$ cat src/rtl/mult_seq_if.sv
// mult_seq_if: operand/result bundle of the iterative multiplier.
//   master : drives start, sgn, a, b; observes busy, done, hi, lo (controller side)
//   slave  : the multiplier itself
//   start  : one-cycle request, sampled only while the multiplier is idle
//   sgn    : 1 = signed (MULT), 0 = unsigned (MULTU)
//   a, b   : multiplicand (rs) and multiplier (rt)
//   busy   : high while iterating
//   done   : one-cycle pulse, hi/lo just updated
//   hi, lo : upper/lower halves of the registered 2*WIDTH-bit product
interface mult_seq_if #(
  parameter int WIDTH = 32
);
  logic             start;
  logic             sgn;
  logic [WIDTH-1:0] a;
  logic [WIDTH-1:0] b;
  logic             busy;
  logic             done;
  logic [WIDTH-1:0] hi;
  logic [WIDTH-1:0] lo;

  modport master (
    output start, sgn, a, b,
    input  busy, done, hi, lo
  );

  modport slave (
    input  start, sgn, a, b,
    output busy, done, hi, lo
  );
endinterface

$ cat src/rtl/mult_seq.sv
// mult_seq: radix-2 shift-add multiplier, one operand bit per cycle.
//   clk   : system clock
//   reset : synchronous, active-high; aborts any operation in flight
//   bus   : mult_seq_if slave port (start/sgn/a/b in, busy/done/hi/lo out)
// Signed operands are reduced to magnitudes on acceptance; the sign of the
// product is re-applied only when the final result is written to hi/lo, so
// the result registers never expose partial sums.
module mult_seq #(
  parameter int WIDTH = 32
) (
  input  logic      clk,
  input  logic      reset,
  mult_seq_if.slave bus
);

  localparam int CNT_W = $clog2(WIDTH);

  typedef enum logic [1:0] {
    IDLE = 2'd0,
    RUN  = 2'd1,
    DONE = 2'd2
  } state_e;

  state_e             state_q, state_d;
  logic [WIDTH-1:0]   mcand_q, mcand_d;    // multiplicand magnitude
  logic [WIDTH-1:0]   mplier_q, mplier_d;  // multiplier; low product bits shift in from the top
  logic [WIDTH-1:0]   acc_q, acc_d;        // upper half of the running product
  logic               neg_q, neg_d;        // final product must be negated
  logic [CNT_W-1:0]   cnt_q, cnt_d;
  logic [WIDTH-1:0]   hi_q, hi_d;
  logic [WIDTH-1:0]   lo_q, lo_d;

  logic [WIDTH:0]     sum;                 // carry-preserving partial sum
  logic [2*WIDTH-1:0] mag;                 // product magnitude after the last step

  // |x| when signed mode is requested; the most negative value maps onto
  // itself, which is the correct unsigned magnitude 2^(WIDTH-1).
  function automatic logic [WIDTH-1:0] abs_val(input logic [WIDTH-1:0] x,
                                               input logic             en);
    if (en && x[WIDTH-1]) begin
      return {WIDTH{1'b0}} - x;
    end else begin
      return x;
    end
  endfunction

  // Next-state, datapath step and result write.
  always_comb begin
    state_d  = state_q;
    mcand_d  = mcand_q;
    mplier_d = mplier_q;
    acc_d    = acc_q;
    neg_d    = neg_q;
    cnt_d    = cnt_q;
    hi_d     = hi_q;
    lo_d     = lo_q;
    sum      = {(WIDTH+1){1'b0}};
    mag      = {(2*WIDTH){1'b0}};

    case (state_q)
      IDLE: begin
        if (bus.start) begin
          mcand_d  = abs_val(bus.a, bus.sgn);
          mplier_d = abs_val(bus.b, bus.sgn);
          neg_d    = bus.sgn & (bus.a[WIDTH-1] ^ bus.b[WIDTH-1]);
          acc_d    = {WIDTH{1'b0}};
          cnt_d    = {CNT_W{1'b0}};
          state_d  = RUN;
        end else begin
          state_d  = IDLE;
        end
      end

      RUN: begin
        sum      = {1'b0, acc_q} +
                   (mplier_q[0] ? {1'b0, mcand_q} : {(WIDTH+1){1'b0}});
        // Shift {carry, acc, multiplier} right by one.
        acc_d    = sum[WIDTH:1];
        mplier_d = {sum[0], mplier_q[WIDTH-1:1]};
        cnt_d    = cnt_q + CNT_W'(1);
        mag      = {acc_d, mplier_d};
        if (cnt_q == CNT_W'(WIDTH-1)) begin
          if (neg_q) begin
            {hi_d, lo_d} = {(2*WIDTH){1'b0}} - mag;
          end else begin
            {hi_d, lo_d} = mag;
          end
          state_d = DONE;
        end else begin
          state_d = RUN;
        end
      end

      DONE: begin
        state_d = IDLE;
      end

      default: begin
        state_d = IDLE;
      end
    endcase
  end

  // State and datapath registers with synchronous reset.
  always_ff @(posedge clk) begin
    if (reset) begin
      state_q  <= IDLE;
      mcand_q  <= {WIDTH{1'b0}};
      mplier_q <= {WIDTH{1'b0}};
      acc_q    <= {WIDTH{1'b0}};
      neg_q    <= 1'b0;
      cnt_q    <= {CNT_W{1'b0}};
      hi_q     <= {WIDTH{1'b0}};
      lo_q     <= {WIDTH{1'b0}};
    end else begin
      state_q  <= state_d;
      mcand_q  <= mcand_d;
      mplier_q <= mplier_d;
      acc_q    <= acc_d;
      neg_q    <= neg_d;
      cnt_q    <= cnt_d;
      hi_q     <= hi_d;
      lo_q     <= lo_d;
    end
  end

  // Outputs come straight from registers or state decode.
  assign bus.busy = (state_q == RUN);
  assign bus.done = (state_q == DONE);
  assign bus.hi   = hi_q;
  assign bus.lo   = lo_q;

endmodule

$ cat src/flat_wrapper.sv
// flat-port wrapper written by rule: the top's interface ports become plain ports
module mult_seq_flat 
#(
  parameter int WIDTH = 32
)
  (clk, reset, bus_start, bus_sgn, bus_a, bus_b, bus_busy, bus_done, bus_hi, bus_lo);
  mult_seq_if #(.WIDTH(WIDTH)) bus_i ();
  input  logic clk;
  input  logic reset;
  input wire logic [$bits(bus_i.start)-1:0] bus_start;
  input wire logic [$bits(bus_i.sgn)-1:0] bus_sgn;
  input wire logic [$bits(bus_i.a)-1:0] bus_a;
  input wire logic [$bits(bus_i.b)-1:0] bus_b;
  output wire logic [$bits(bus_i.busy)-1:0] bus_busy;
  output wire logic [$bits(bus_i.done)-1:0] bus_done;
  output wire logic [$bits(bus_i.hi)-1:0] bus_hi;
  output wire logic [$bits(bus_i.lo)-1:0] bus_lo;
  assign bus_i.start = bus_start;
  assign bus_i.sgn = bus_sgn;
  assign bus_i.a = bus_a;
  assign bus_i.b = bus_b;
  assign bus_busy = bus_i.busy;
  assign bus_done = bus_i.done;
  assign bus_hi = bus_i.hi;
  assign bus_lo = bus_i.lo;
  mult_seq #(.WIDTH(WIDTH)) u_core (.clk(clk), .reset(reset), .bus(bus_i));
endmodule
$ cat config.mk
export PLATFORM = sky130hd
export DESIGN_NAME = mult_seq_flat
export DESIGN_NICKNAME = d
export VERILOG_FILES = /design/src/rtl/mult_seq_if.sv /design/src/rtl/mult_seq.sv /design/src/flat_wrapper.sv
export SDC_FILE = /design/constraint.sdc
export NUM_CORES = 1
export LEC_CHECK = 0
export CAP_MARGIN = 20
export CORE_MARGIN = 2
export CORE_UTILIZATION = 50
export CTS_BUF_LIST = sky130_fd_sc_hd__clkbuf_8
export DETAILED_ROUTE_END_ITERATION = 8
export MAX_ROUTING_LAYER = met4
export PLACE_DENSITY = 0.73
export RECOVER_POWER = 100
export SLEW_MARGIN = 20
export SYNTH_ARGS = -nofsm -noshare
export SYNTH_HDL_FRONTEND = slang
export SYNTH_SLANG_ARGS = --single-unit
$ cat constraint.sdc
create_clock -name clk -period 7.25 [get_ports clk]
set_input_delay 1.0875 -clock clk [delete_from_list [all_inputs] [get_ports clk]]
set_output_delay 1.0875 -clock clk [all_outputs]
set_load 0.01 [all_outputs]
* Word level (Yosys, flattened, before mapping)
Cells that the tools add are included.
** Word-level totals
- Flip-flop bits (word level) :: 168
- Bits of input ports :: 68
** Operators by class
- $add $sub $neg :: 5
- Equality and inequality tests :: 4
- Multiplexer cells :: 14
- Bitwise logic cells :: 2
- Reduce and logical (&&, ||, !) cells :: 7
** Operators with widths (count)
- 2-to-1 mux 32 bit :: 7
- one-hot mux 32 bit (2 select lines) :: 2
- subtractor 1 x 32 -> 32 bit (first input constant) :: 2
- subtractor 1 x 64 -> 64 bit (first input constant) :: 1
- adder 32 x 33 -> 33 bit :: 1
- one-hot mux 5 bit (2 select lines) :: 1
- AND reduction 2 bit :: 3
- adder 5 x 1 -> 5 bit (second input constant) :: 1
- == test 5 bit (second input constant) :: 1
- 2-to-1 mux 5 bit :: 1
- one-hot mux 2 bit (2 select lines) :: 1
- == test 2 x 1 -> 1 bit (second input constant) :: 1
- == test 2 bit (second input constant) :: 1
- logical AND 1 bit :: 2
- logical NOT 2 bit :: 1
- 2-to-1 mux 2 bit :: 1
- inequality test 2 bit (second input constant) :: 1
- nonzero test 2 bit :: 1
- bitwise AND 1 bit :: 1
- 2-to-1 mux 1 bit :: 1
- bitwise XOR 1 bit :: 1

* Longest topological paths before layout
- Word-level depth :: 4
- Gate-level depth with buffers :: 16

* Least setup slack after synthesis
OpenSTA, ideal clock, no wires.
- Path kind :: reg-to-reg
- Start :: reg u_core.mplier_q[0]
- End :: reg u_core.hi_q[22] (netlist: u_core.bus.hi[22])
- Setup time :: 86 ps
- Arrival time :: 3977 ps
- Required time :: 7164 ps
- Slack :: 3188 ps
- Stages on the path, launching flop included :: 16
- Clock period less this slack :: 4062 ps
- Path through :: dfxtp_1 > clkbuf_1 > and2_1 > ha_1 > fa_1 > a211oi_1 > o21ai_1 > a311oi_2 > o21bai_1 > xor2_1 > or4_1 > or3b_1 > clkbuf_1 > o41ai_1 > xor2_1 > a211oi_1
** Between the ends
- Longest elaborated chain between the ends :: 4
** Ends and longest elaborated chain
- start, declared :: RTL line mult_seq.sv:26 : logic [WIDTH-1:0] mplier_q, mplier_d;
- start signal, assigned :: RTL line mult_seq.sv:109 : mplier_q <= {WIDTH{1'b0}};
- start signal, assigned :: RTL line mult_seq.sv:118 : mplier_q <= mplier_d;
- 2-to-1 mux 32 bit (*) :: RTL line mult_seq.sv:76 : (mplier_q[0] ? {1'b0, mcand_q} : {(WIDTH+1){1'b0}});
- adder 32 x 33 -> 33 bit (*) :: RTL line mult_seq.sv:75 : sum = {1'b0, acc_q} +
- subtractor 1 x 64 -> 64 bit :: RTL line mult_seq.sv:84 : {hi_d, lo_d} = {(2*WIDTH){1'b0}} - mag;
- 2-to-1 mux 32 bit (*) :: RTL line mult_seq.sv:83 : if (neg_q) begin
- end signal, assigned :: RTL line mult_seq.sv:113 : hi_q <= {WIDTH{1'b0}};
- end signal, assigned :: RTL line mult_seq.sv:122 : hi_q <= hi_d;
- end, declared :: RTL line mult_seq.sv:30 : logic [WIDTH-1:0] hi_q, hi_d;
Every way passes the cells marked *; elsewhere a longest branch is shown, timed or not.
A chain may end at the register's enable or synchronous reset.

* Worst setup path after layout
- Start :: reg u_core.state_q[1]
- End :: out bus_busy
** Between the ends
- Longest elaborated chain between the ends :: 1
** Ends and longest elaborated chain
- start, declared :: RTL line mult_seq.sv:24 : state_e state_q, state_d;
- start signal, assigned :: RTL line mult_seq.sv:116 : state_q <= state_d;
- == test 2 x 1 -> 1 bit :: RTL line mult_seq.sv:128 : assign bus.busy = (state_q == RUN);
- end, declared :: RTL line flat_wrapper.sv:14 : output wire logic [$bits(bus_i.busy)-1:0] bus_busy;
No other way between the ends.

==> results.json <==
{
  "maxCapViolations": 6,
  "drtIter0Drc": 764,
  "area_delta_synth_final_pct": 16.2,
  "ys_types": 73,
  "worstPathRequired_ns": 6.16,
  "final_util_pct": 59.5,
  "powerDensity_nw_per_um2": 164,
  "ys.flop_type": "dfxtp_1",
  "n_fill_cell": 2002,
  "power_frac_seq_pct": 48.4,
  "wl_per_cell_um": 17.3,
  "first_pass_iters": 5,
  "worstHoldPathType": "reg -> reg",
  "irDropWorstVdd_mv": 0.0938,
  "die_w_um": 151,
  "p_clk_share_pct": 34.0,
  "cts_max_level": 4,
  "path_cells": "nand2b_1 -> buf_4 -> inv_1 -> clkbuf_1 -> dlygate4sd3_1",
  "pwr-share-comb_pct": 17.6,
  "routed_wl_um": 30100,
  "yosysSeqAreaShare_pct": 31.2,
  "grt_use_total_pct": 27.2,
  "gp_congestion": 0.975,
  "cts_root_buf": "clkbuf_8",
  "path_buf_inv": 4,
  "yosysWarnings": 0,
  "finalNetCount": 1555,
  "critPathCaptureType": "output port",
  "dp_hpwl_um": 22200,
  "clk_pin_slew_worst_paths_ns": 0.09,
  "critPathLaunchType": "flip-flop",
  "syn_avg_cell_area_um2": 7.78,
  "cts_sinks": 168,
  "post_cts_resized": 0,
  "viasPerCell": 5.94,
  "port_buffers": 133,
  "die_h_um": 151,
  "ys_ff_latch": 168,
  "fin_ws_ns": 1.45,
  "layout_common_cells": "dfxtp_1 (167), nor2_1 (154), nand2_1 (135)",
  "clock_latency_ns": 0.47,
  "max_freq_mhz": 172,
  "setup_viol": 0,
  "swShare_pct": 32.0,
  "synthesis.nets": 1494,
  "cp_top_family": "buffers and inverters",
  "drive_above_1_share_pct": 4.51,
  "cp_max_fo": 65,
  "die-area_um2": 22800,
  "grt_antenna_before_repair": 0,
  "critPathMaxStageDelay_ns": 2.36,
  "grt_pass1_vias": 9380,
  "start_util_pct": 51.2,
  "clk_path_buf_depth": 2,
  "cp_data_arrival_time_ns": 4.71,
  "grt_remaining_overflow": 0,
  "worst_pin_slew_ns": 3.99,
  "p_int_mw": 1.40,
  "io_pins": 134,
  "setup_tns_ns": 0,
  "timing.hold.ws_ns": 0.453,
  "slew_headroom_pct": -166,
  "post-place-ws_ns": 2.55,
  "final.period_utilization_pct": 80.0,
  "critPathSlowestCell": "clkbuf_1",
  "synth-edff-count": 0,
  "syn_inst": 1388,
  "leakagePower_nw": 4.71,
  "cts_hold_buffers": 0,
  "num_rows": 53,
  "grt_pass1_wl_um": 48200,
  "violations": "capacitance limit, slew limit",
  "detail-route-antenna-nets": 0,
  "p_switching_mw": 0.656,
  "cts_post_setup_buffers_inserted": 0,
  "status": "complete, but fails checks",
  "cts_tree": "yes",
  "drcViolationCount": 0,
  "slew_viol_final": 369,
  "netlist_area_um2": 10800,
  "cts_buffers": 17,
  "grt_max_degree": 92,
  "synthArstFlopShare_pct": 0,
  "fin_crit_ns": 5.80,
  "clock_skew_ns": 0.0161,
  "path_class": "reg -> out",
  "rsz0062_at_grt": "no",
  "route.vias.total": 10300,
  "final_common_cell": "dfxtp_1",
  "core_um2": 21100,
  "hold_violations": 0
}
## worst paths after layout
path,startpoint,end,slack [ns],cells past startpoint
max,u_core.state_q[1],bus_busy,1.45,5
min,u_core.bus.hi[7],u_core.bus.hi[7],0.45,2
max reg2reg,u_core.state_q[1],u_core.bus.lo[7],1.61,8
min reg2reg,u_core.bus.hi[7],u_core.bus.hi[7],0.45,2
## per-layer routing
metal,global-route usage (%),vias up,wire (µm)
met5,-,-,0
met4,8.69,0,761
met3,4.25,62,1850
met2,40.7,332,13100
met1,37.7,4770,14300
li1,-,5165,-
## final cells by class
class | count | area (µm²) | share of cell area [%]
Multi-Input combinational cell | 1105 | 7000 | 55.8
Sequential cell | 168 | 3360 | 26.8
Timing Repair Buffer | 140 | 1360 | 10.9
Tap cell | 275 | 344 | 2.74
Clock buffer | 18 | 248 | 1.98
Clock inverter | 14 | 160 | 1.28
Inverter | 17 | 63.8 | 0.509
Antenna cell | 1 | 2.50 | 0.0200
## through the flow
stage	instances	area, µm²	total power, mW
5_1_grt	1737	12500	2.14
3_5_place_dp	1705	12200	1.37
3_3_place_gp	1705	12200	1.36
2_1_floorplan	1388	10800	1.25
6_report	1738	12500	2.05
4_1_cts	1737	12600	2.06
## logic make-up (layout without fill, tap and decap cells)
kind of cell,after synthesis,after routing,share of synthesized area [%]
simple gates,500,500,22.8
fa+ha+maj,38,38,4.47
xor+xnor,140,140,11.4
compound gates,423,423,25.9
mux,4,4,0.382
other cells,0,1,0
buf+inv,115,189,4.01
flops,168,168,31.2
## registers in the layout, indices dropped and copies added, names as in the netlist
| register | cells |
|---|---|
| u_core.acc_q | 32 |
| u_core.mplier_q | 32 |
| u_core.mcand_q | 32 |
| u_core.state_q | 2 |
| u_core.bus.lo | 32 |
| u_core.neg_q | 1 |
| u_core.bus.hi | 32 |
| u_core.cnt_q | 5 |
## worst register-to-register path, delay by kind of cell, from the launching register on
family | cells | cell delay, ns
simple gates | 3 | 1.11
compound gates | 1 | 0.30
flops | 1 | 0.37
buf+inv | 4 | 3.74
## cell usage after synthesis, drive strengths merged (37+ instances only)
library cell  number  area share, %
ha                37            4.3
nand3             41            1.9
nand2            136            4.7
a21oi            131            6.1
o21ai             56            2.6
and2              40            2.3
clkbuf            91            3.2
xor2              84            6.8
nor2             155            5.4
a211oi            78            5.4
xnor2             56            4.5
dfxtp            168             31
## power groups by stage
stage	Clock (mW)	Combinational, mW	Sequential [mW]
after floorplan	0	0.246	1.00
after global routing	0.745	0.396	1.00
after CTS	0.710	0.357	0.993
final	0.698	0.360	0.994
after detailed placement	0	0.355	1.01
after global placement	0	0.350	1.01
No activity file was read; power rests on OpenSTA's default activity.
